### src/rtl/check_collector_pkg.sv
// Shared types and helpers for the check_collector scoreboard stage.
package check_collector_pkg;

    typedef enum logic [1:0] {
        ST_IDLE,
        ST_COLLECT,
        ST_DONE
    } col_state_t;

    // Entry layout for the default configuration (5 aliases, 32-bit values)
    localparam int ERR_IDX_W  = 3;
    localparam int ERR_DATA_W = 32;

    typedef struct packed {
        logic [ERR_IDX_W-1:0]  idx;
        logic [ERR_DATA_W-1:0] exp;
        logic [ERR_DATA_W-1:0] obs;
    } err_entry_t;

    // Increment that holds at the all-ones value of a w-bit counter.
    function automatic logic [31:0] sat_inc(input logic [31:0] v, input int unsigned w);
        logic [31:0] max_v;
        max_v = (w >= 32) ? 32'hFFFF_FFFF : ((32'd1 << w) - 32'd1);
        return (v == max_v) ? v : v + 32'd1;
    endfunction

endpackage

### src/rtl/check_collector_err_fifo.sv
// Synchronous first-word fall-through FIFO holding failing-check records.
module err_fifo #(
    parameter int W     = 67,
    parameter int DEPTH = 8
) (
    input  logic         clk,
    input  logic         rst,
    input  logic         clr,
    input  logic         push,
    input  logic [W-1:0] din,
    input  logic         pop,
    output logic [W-1:0] dout,
    output logic         full,
    output logic         empty
);
    localparam int AW = $clog2(DEPTH);

    logic [W-1:0]  mem_q [DEPTH];
    logic [AW:0]   wr_ptr_q, wr_ptr_d;
    logic [AW:0]   rd_ptr_q, rd_ptr_d;
    logic          pop_ok;
    logic          push_ok;

    assign empty   = (wr_ptr_q == rd_ptr_q);
    assign full    = (wr_ptr_q[AW] != rd_ptr_q[AW]) && (wr_ptr_q[AW-1:0] == rd_ptr_q[AW-1:0]);
    assign pop_ok  = pop & ~empty;
    // A simultaneous pop frees the slot the push lands in
    assign push_ok = push & (~full | pop_ok);
    assign dout    = mem_q[rd_ptr_q[AW-1:0]];

    always_comb begin
        wr_ptr_d = wr_ptr_q;
        rd_ptr_d = rd_ptr_q;
        if (clr) begin
            wr_ptr_d = '0;
            rd_ptr_d = '0;
        end else begin
            if (push_ok) wr_ptr_d = wr_ptr_q + 1'b1;
            if (pop_ok)  rd_ptr_d = rd_ptr_q + 1'b1;
        end
    end

    always_ff @(posedge clk) begin
        if (rst) begin
            wr_ptr_q <= '0;
            rd_ptr_q <= '0;
        end else begin
            wr_ptr_q <= wr_ptr_d;
            rd_ptr_q <= rd_ptr_d;
        end
    end

    always_ff @(posedge clk) begin
        if (push_ok && !clr) mem_q[wr_ptr_q[AW-1:0]] <= din;
    end

endmodule

### src/rtl/check_collector.sv
// Check-result scoreboard: counts passes/fails, logs fails, issues the verdict.
// Optional idle watchdog enabled by defining CHECK_COLLECT_TIMEOUT_EN.
module check_collector
    import check_collector_pkg::*;
#(
    parameter int CHECK_SIZE  = 5,
    parameter int CHECK_WIDTH = 32,
    parameter int ERR_DEPTH   = 8,
    parameter int CNT_WIDTH   = 16,
    parameter int TIMEOUT_CYC = 1000,
    localparam int IDX_W      = (CHECK_SIZE > 1) ? $clog2(CHECK_SIZE) : 1
) (
    input  logic                   clk,
    input  logic                   rst,
    input  logic                   i_start,
    input  logic                   i_end_test,
    input  logic                   i_chk_valid,
    output logic                   o_chk_ready,
    input  logic [IDX_W-1:0]       i_chk_idx,
    input  logic [CHECK_WIDTH-1:0] i_chk_exp,
    input  logic [CHECK_WIDTH-1:0] i_chk_obs,
    output logic [CNT_WIDTH-1:0]   o_pass_cnt,
    output logic [CNT_WIDTH-1:0]   o_fail_cnt,
    output logic [CHECK_SIZE-1:0]  o_fail_map,
    input  logic                   i_err_rd,
    output logic                   o_err_valid,
    output logic [IDX_W-1:0]       o_err_idx,
    output logic [CHECK_WIDTH-1:0] o_err_exp,
    output logic [CHECK_WIDTH-1:0] o_err_obs,
    output logic                   o_err_ovf,
    output logic                   o_done,
    output logic                   o_pass,
    output logic                   o_timeout
);
    localparam int ENTRY_W = IDX_W + 2 * CHECK_WIDTH;

    col_state_t            state_q, state_d;
    logic [CNT_WIDTH-1:0]  pass_cnt_q, pass_cnt_d;
    logic [CNT_WIDTH-1:0]  fail_cnt_q, fail_cnt_d;
    logic [CHECK_SIZE-1:0] fail_map_q, fail_map_d;
    logic                  ovf_q, ovf_d;
    logic                  done_q, done_d;
    logic                  pass_q, pass_d;

    logic                  xfer;
    logic                  fail_xfer;
    logic                  arm;
    logic                  fifo_full;
    logic                  fifo_empty;
    logic                  fifo_pop;
    logic                  fifo_push;
    logic [ENTRY_W-1:0]    fifo_dout;
    logic [CHECK_SIZE-1:0] map_set;
    logic                  to_fire;
    logic                  timeout_cur;

    assign o_chk_ready = (state_q == ST_COLLECT);
    assign xfer        = i_chk_valid & o_chk_ready;
    assign fail_xfer   = xfer & (i_chk_exp != i_chk_obs);
    assign arm         = i_start & (state_q != ST_COLLECT);
    assign fifo_pop    = i_err_rd & ~fifo_empty;
    assign fifo_push   = fail_xfer;

    // Out-of-range indices match no bit here, so they leave the map untouched
    generate
        for (genvar gi = 0; gi < CHECK_SIZE; gi++) begin : g_map
            assign map_set[gi] = fail_xfer && (i_chk_idx == IDX_W'(gi));
        end
    endgenerate

`ifdef CHECK_COLLECT_TIMEOUT_EN
    localparam int IW = $clog2(TIMEOUT_CYC + 1);

    logic [IW-1:0] idle_q, idle_d;
    logic          timeout_q, timeout_d;

    always_comb begin
        idle_d    = idle_q;
        timeout_d = timeout_q;
        to_fire   = 1'b0;
        if (arm) begin
            idle_d    = '0;
            timeout_d = 1'b0;
        end else if (state_q == ST_COLLECT) begin
            if (xfer) begin
                idle_d = '0;
            end else if (idle_q == IW'(TIMEOUT_CYC - 1)) begin
                to_fire   = 1'b1;
                timeout_d = 1'b1;
            end else begin
                idle_d = idle_q + 1'b1;
            end
        end
    end

    always_ff @(posedge clk) begin
        if (rst) begin
            idle_q    <= '0;
            timeout_q <= 1'b0;
        end else begin
            idle_q    <= idle_d;
            timeout_q <= timeout_d;
        end
    end

    assign timeout_cur = timeout_q;
    assign o_timeout   = timeout_q;
`else
    assign to_fire     = 1'b0;
    assign timeout_cur = 1'b0;
    assign o_timeout   = 1'b0;
`endif

    always_comb begin
        state_d    = state_q;
        pass_cnt_d = pass_cnt_q;
        fail_cnt_d = fail_cnt_q;
        fail_map_d = fail_map_q;
        ovf_d      = ovf_q;
        done_d     = done_q;
        pass_d     = pass_q;
        if (arm) begin
            state_d    = ST_COLLECT;
            pass_cnt_d = '0;
            fail_cnt_d = '0;
            fail_map_d = '0;
            ovf_d      = 1'b0;
            done_d     = 1'b0;
            pass_d     = 1'b0;
        end else if (state_q == ST_COLLECT) begin
            if (xfer && !fail_xfer)
                pass_cnt_d = CNT_WIDTH'(sat_inc(32'(pass_cnt_q), CNT_WIDTH));
            if (fail_xfer)
                fail_cnt_d = CNT_WIDTH'(sat_inc(32'(fail_cnt_q), CNT_WIDTH));
            fail_map_d = fail_map_q | map_set;
            if (fail_xfer && fifo_full && !fifo_pop)
                ovf_d = 1'b1;
            // Verdict uses next-state values so a closing transfer is included
            if (i_end_test || to_fire) begin
                state_d = ST_DONE;
                done_d  = 1'b1;
                pass_d  = (fail_cnt_d == '0) && !ovf_d && !(timeout_cur || to_fire);
            end
        end
    end

    always_ff @(posedge clk) begin
        if (rst) begin
            state_q    <= ST_IDLE;
            pass_cnt_q <= '0;
            fail_cnt_q <= '0;
            fail_map_q <= '0;
            ovf_q      <= 1'b0;
            done_q     <= 1'b0;
            pass_q     <= 1'b0;
        end else begin
            state_q    <= state_d;
            pass_cnt_q <= pass_cnt_d;
            fail_cnt_q <= fail_cnt_d;
            fail_map_q <= fail_map_d;
            ovf_q      <= ovf_d;
            done_q     <= done_d;
            pass_q     <= pass_d;
        end
    end

    err_fifo #(
        .W     (ENTRY_W),
        .DEPTH (ERR_DEPTH)
    ) u_err_fifo (
        .clk   (clk),
        .rst   (rst),
        .clr   (arm),
        .push  (fifo_push),
        .din   ({i_chk_idx, i_chk_exp, i_chk_obs}),
        .pop   (fifo_pop),
        .dout  (fifo_dout),
        .full  (fifo_full),
        .empty (fifo_empty)
    );

    assign o_err_valid = ~fifo_empty;
    assign o_err_idx   = fifo_dout[ENTRY_W-1 -: IDX_W];
    assign o_err_exp   = fifo_dout[2*CHECK_WIDTH-1 -: CHECK_WIDTH];
    assign o_err_obs   = fifo_dout[CHECK_WIDTH-1:0];
    assign o_pass_cnt  = pass_cnt_q;
    assign o_fail_cnt  = fail_cnt_q;
    assign o_fail_map  = fail_map_q;
    assign o_err_ovf   = ovf_q;
    assign o_done      = done_q;
    assign o_pass      = pass_q;

endmodule
### config.mk
export PLATFORM = sky130hd
export DESIGN_NAME = check_collector
export DESIGN_NICKNAME = d
export VERILOG_FILES = /design/src/rtl/check_collector_pkg.sv /design/src/rtl/check_collector_err_fifo.sv /design/src/rtl/check_collector.sv
export SDC_FILE = /design/constraint.sdc
export NUM_CORES = 1
export LEC_CHECK = 0
export ABC_AREA = 1
export CAP_MARGIN = 20
export CORE_MARGIN = 2
export CORE_UTILIZATION = 30
export CTS_BUF_LIST = sky130_fd_sc_hd__clkbuf_16
export CTS_CLUSTER_SIZE = 28
export DETAILED_ROUTE_END_ITERATION = 8
export PLACE_DENSITY = 0.56
export SLEW_MARGIN = 20
export SYNTH_ARGS = -nofsm -noshare
export SYNTH_HDL_FRONTEND = slang
export SYNTH_HIERARCHICAL = 1
export SYNTH_SLANG_ARGS = --single-unit
### constraint.sdc
create_clock -name clk -period 4.6 [get_ports clk]
set_clock_uncertainty 0.05 [all_clocks]
set_input_delay 0.46 -clock clk [delete_from_list [all_inputs] [get_ports clk]]
set_output_delay 0.46 -clock clk [all_outputs]
set_load 0.02 [all_outputs]
# == After elaboration in Yosys (flattened, before gate mapping) ==
# Memories as Yosys holds them, arrays and structs flattened. A register that Yosys moved wholly into a read port is not among the register bits.
# Cells that the tools add are included.
# op_classes
n_div,0
n_mul,0
muxes,14
n_reduce_logical,23
bitwise,11
add_sub_neg,4
n_eq_ne,12
n_shift,0
n_lt_le_gt_ge,0
# op_table
cell,count
$mux W16,4
$add A16 B1 Y16 const B,2
$eq A16 B16 Y1 const B,2
$ne A32 B32 Y1,1
$logic_not A16 Y1,1
$logic_and A1 B1 Y1,11
$add A4 B1 Y4 const B,2
$mux W1,8
$and A1 B1 Y1,6
$eq A3 B2 Y1 const B,2
$mux W3,2
$or A5 B5 Y5,1
$eq A4 B4 Y1,1
$logic_not A1 Y1,4
$reduce_and A2 Y1,2
$reduce_bool A2 Y1,2
$eq A3 B1 Y1 const B,1
$eq A3 B3 Y1,1
$eq A3 B3 Y1 const B,1
$logic_not A3 Y1,1
$not A1 Y1,3
$reduce_and A3 Y1,1
$eq A2 B1 Y1 const B,1
$ne A2 B1 Y1 const B,1
other kinds (3),3
# word_totals
latchBits,0
rom_bits,0
n_memories,1
ff_bits,49
ramBits,536
word_cells,74
# memory_table
memory,words,word_bits,rd,rd_ports_with_merged_regs,write_ports,line_no,text
u_err_fifo.mem_q,8,67,1,1,1,check_collector_err_fifo.sv:18,logic [W-1:0] mem_q [DEPTH];

# == Logic depth before layout (Yosys ltp) ==
# depth
ltp_word,10
depth_mapped,17
ltp_nobuf,17

# == Hierarchy ==
# The synthesis kept the hierarchy.
# modules_own_cells
mod,cells_per_inst,instances,area_each_um2,seq_area_each_um2
err_fifo,1671,1,21450.6,16315.6
check_collector,435,1,2762.6,820.8

# == Worst setup path after synthesis ==
# Ideal clock, no wire load.
# synth_path
kind,input -> register
startpoint,input i_chk_exp[0]
endpoint,"memory u_err_fifo.mem_q[7][0], enable pin"
path_buffers,0
stages,14
t_arrival_ps,4319
path_slack_ps,-262
cell_sequence,inv_1 > nand2_1 > nand2_1 > nand2_1 > nor2_1 > nand2_1 > nor2_4 > nand2_4 > nand2_1 > inv_1 > nand3_1 > nor2_1 > nand2_1 > nor2_1
# synth_between
elab_chain_cells,6
# synth_lines
element,line_no,text
start: declaration,check_collector.sv:20,"input logic [CHECK_WIDTH-1:0] i_chk_exp,"
$ne A32 B32 Y1,check_collector.sv:59,assign fail_xfer = xfer & (i_chk_exp != i_chk_obs);
$and A1 B1 Y1,check_collector.sv:59,
net fail_xfer,check_collector.sv:46,logic fail_xfer;
$and A1 B1 Y1,check_collector_err_fifo.sv:28,assign push_ok = push & (~full | pop_ok);
$logic_and A1 B1 Y1,check_collector_err_fifo.sv:54,if (push_ok && !clr) mem_q[wr_ptr_q[AW-1:0]] <= din;
$mux W1,check_collector_err_fifo.sv:54,
$mux W1 (implied by the code),check_collector_err_fifo.sv:54,
end: declaration,check_collector_err_fifo.sv:18,
# The timed path passes the listed nets, and every way through them passes these cells.

==> qor.txt <==
===============================================================================================
Number of buffers inserted for hold repair after clock tree synthesis ............            0
Post-synthesis sequential element count ..........................................          588
Clock buffer depth ...............................................................            3
Unrepaired setup endpoints after global routing ..................................        false
Power density over the cells .....................................................  385 nW/um^2
Mapped Avg Cell Area .............................................................    11.5 um^2
Initial core utilization .........................................................        30.2%
Number of antenna violations at the first check in global routing ................           17
Worst Setup End Kind .............................................................   output pin
Worst EP arrival .................................................................      3.55 ns
Leakage power ....................................................................      9.90 nW
Fraction of the cycle the final worst path needs .................................        88.2%
Startpoint of the worst register-to-register path ................................ u_err_fifo/wr_ptr_q[2]$_SDFFE_PP0P_
First-pass GRT wire length .......................................................    98,900 um
Via total after detailed routing .................................................       16,385
Area added between synthesis and finish ..........................................        20.9%
Die W ............................................................................       288 um
Port bufs ........................................................................          181
Synth area leader ................................................................     edfxtp_1
Required time of the critical path ...............................................      4.09 ns
# Post-CTS Setup Buffers .........................................................            0
Biggest area contributors in the synthesized netlist ............................. edfxtp_1 66%, nor2_1 6.3%, nand2_1 5.3%, dfxtp_1 4.3%, o21ai_0 3.6%
Terminus of the critical flop-to-flop path ....................................... u_err_fifo/mem_q[4][35]$_DFFE_PP_
GRT Total Usage ..................................................................        15.9%
Fraction of final layout cells sized beyond drive strength 1 .....................        7.28%
Slew HR ..........................................................................        37.8%
Net total in the final layout ....................................................        2,359
Number of cell instances on the worst register-to-register path ..................           11
Count of different cell masters after synthesis ..................................           44
Via count of the first global-routing pass .......................................       15,805
Clock latency at the later pin of the worst-skew pair ............................      0.60 ns
Multi-input gate area in the final layout ........................................    6210 um^2
Sum of routed wire length over all layers ........................................    66,300 um
Maximum capacitance violations ...................................................            0
Sequential cell area fraction in the yosys report ................................        70.8%
TritonCTS clock tree .............................................................         done
Core Util, Final .................................................................        36.5%
Final RePlAce weighted congestion ................................................        0.820
Area of the mapped netlist .......................................................  24,200 um^2
Sequential cell area in the final layout .........................................  17,100 um^2
Final Setup Violations ...........................................................            0
Maximum number of pins on one net before global-route repair .....................          131
Buffer type at the clock tree root ...............................................    clkbuf_16
Largest fanout on the critical path ..............................................          110
First-pass detailed-route iteration total ........................................            5
Max Freq .........................................................................      246 MHz
Commonest cells after routing, fill and taps aside ............................... 536 x edfxtp_1, 401 x nor2_1, 341 x nand2_1
Number of nets with antenna violations after detailed routing ....................            0
Kind of launch point of the worst setup path .....................................     register
Clock input transition at the sequential cells of the worst setup and hold paths .      0.06 ns
Worst slew pin tran ..............................................................     0.932 ns
Routed wirelength normalized by instance count ...................................      19.5 um
Hold path endpoint ............................................................... o_fail_map[3]$_SDFFE_PP0N_
Total number of yosys warnings ...................................................            6
Overflow after GRT ...............................................................            0
Placeable core region ............................................................  80,200 um^2
Hold Path Class ..................................................................   reg -> reg
Instance count along the most critical hold path .................................            2
Total power after layout .........................................................      11.3 mW
Register-to-register setup slack .................................................      1.79 ns
Clock buffers created by TritonCTS ...............................................           66
Worst hold path startpoint ....................................................... o_fail_map[3]$_SDFFE_PP0N_
Result of the run ................................................................ finished, final reports clean
Post-cts resize count ............................................................            0
Share of the synthesized area in the top cell type ...............................        66.5%
H-tree level count ...............................................................            3
CTS Sinks ........................................................................          588
Critical path start-end classification ...........................................   reg -> out
Net count after synthesis ........................................................        2,183
Gate Count Post-Synth ............................................................        2,106
Number of max-slew violations in the final report ................................            0
Largest voltage drop on the vdd net ..............................................       240 uV
Die Y-Extent .....................................................................       288 um
Final critical path time including I/O delays and setup ..........................      4.06 ns
Count of fill cells added during filler insertion ................................        7,853
Most common cell after layout, fill and taps aside ...............................     edfxtp_1
Top Ports ........................................................................          183
Via density ......................................................................         4.82
Die Outline Area .................................................................  83,000 um^2
Residual DRC count ...............................................................            0
Number of DRC markers in iteration 0 .............................................        1,290
Total number of placement rows ...................................................          104
Number of failing hold endpoints at the final stage ..............................            0
HPWL after detailed placement ....................................................    40,600 um
===============================================================================================
==> how the worst max path moves through the flow <==
stage	slack (ns)	depth (start not counted)	endpoint	from
CTS	0.50	8	o_err_obs[0]	register
finish	0.54	7	o_err_obs[25]	register
detailed placement	0.52	12	u_err_fifo/mem_q[2][40]$_DFFE_PP_	i_chk_obs[10]
floorplan	-0.22	11	u_err_fifo/mem_q[0][0]$_DFFE_PP_	u_err_fifo/wr_ptr_q[2]$_SDFFE_PP0P_
global route	0.33	7	o_err_obs[25]	register
global placement	0.62	12	u_err_fifo/mem_q[2][13]$_DFFE_PP_	i_chk_obs[10]
==> through the flow <==
stage	hold WS [ns]	area [um^2]	setup slack, ns	std cells	TNS, ns
2_1_floorplan	0.445	24200	-0.221	2106	-59.22
3_3_place_gp	0.395	27200	0.616	3274	0
3_5_place_dp	0.405	27200	0.522	3274	0
4_1_cts	0.404	29300	0.500	3395	0
5_1_grt	0.448	29300	0.329	3395	0
6_report	0.408	29300	0.541	3396	0
==> final cells by class <==
| type | instances | area share [%] |
|---|---|---|
| diodes | 1 | 0.00855 |
| clock inverters | 55 | 1.42 |
| flip-flops and latches | 588 | 58.6 |
| repair buffers | 218 | 7.61 |
| clock buffers | 66 | 5.64 |
| multi-input cells | 1333 | 21.2 |
| inverters | 75 | 1.00 |
| well taps | 1060 | 4.53 |
==> layer usage <==
layer	track usage, %	wire [um]	vias up
li1	-	-	7743
met1	21.0	28300	7960
met2	25.0	30400	548
met3	5.19	5840	106
met4	4.21	1530	28
met5	0	185	-
==> kinds of logic after synthesis <==
family	synth area share, %
AO/OA/AOI/OAI	9.97
XOR/XNOR	1.30
adder cells (fa/ha/maj)	0.207
buffers and inverters	3.84
flip-flops	70.8
other	0.0155
AND/OR/NAND/NOR	13.9
==> power breakdown <==
group          switching [mW]  internal [mW]
Combinational           0.273          0.153
Sequential             0.0110           5.85
Clock                    2.16           2.82
Total                    2.45           8.83
==> sequential cells by signal (all words and copies together) (netlist names), named ones only <==
register and count:
o_err_ovf 1, u_err_fifo/mem_q 536, o_fail_cnt 16, u_err_fifo/rd_ptr_q 4
o_pass 1, u_err_fifo/wr_ptr_q 4, state_q 1, o_done 1
o_pass_cnt 16, o_fail_map 5
==> critical path, cell delays in order (launching register included) <==
cell and delay [ns]:
dfxtp_4 0.49, inv_8 0.56, buf_4 0.50, nand2_1 0.09, nand2_1 0.07, a21oi_1 0.07
a31oi_1 0.39, clkdlybuf4s50_1 0.70
==> synth_stat cells (all sizes together) <==
| cell type | n |
|---|---|
| a41oi | 1 |
| nand2 | 348 |
| nand3 | 44 |
| a31oi | 67 |
| o21a | 6 |
| conb | 1 |
| ha | 4 |
| o221a | 1 |
| nor3 | 12 |
| dfxtp | 52 |
| or2 | 1 |
| a21oi | 102 |
| nor4 | 3 |
| nand4 | 5 |
| clkinv | 1 |
| o21ai | 283 |
| inv | 74 |
| edfxtp | 536 |
| xnor2 | 29 |
| xor2 | 6 |
| clkbuf | 55 |
| buf | 55 |
| nand3b | 3 |
| nor2 | 416 |
| nor3b | 1 |
Power figures use the tool's default switching activity.
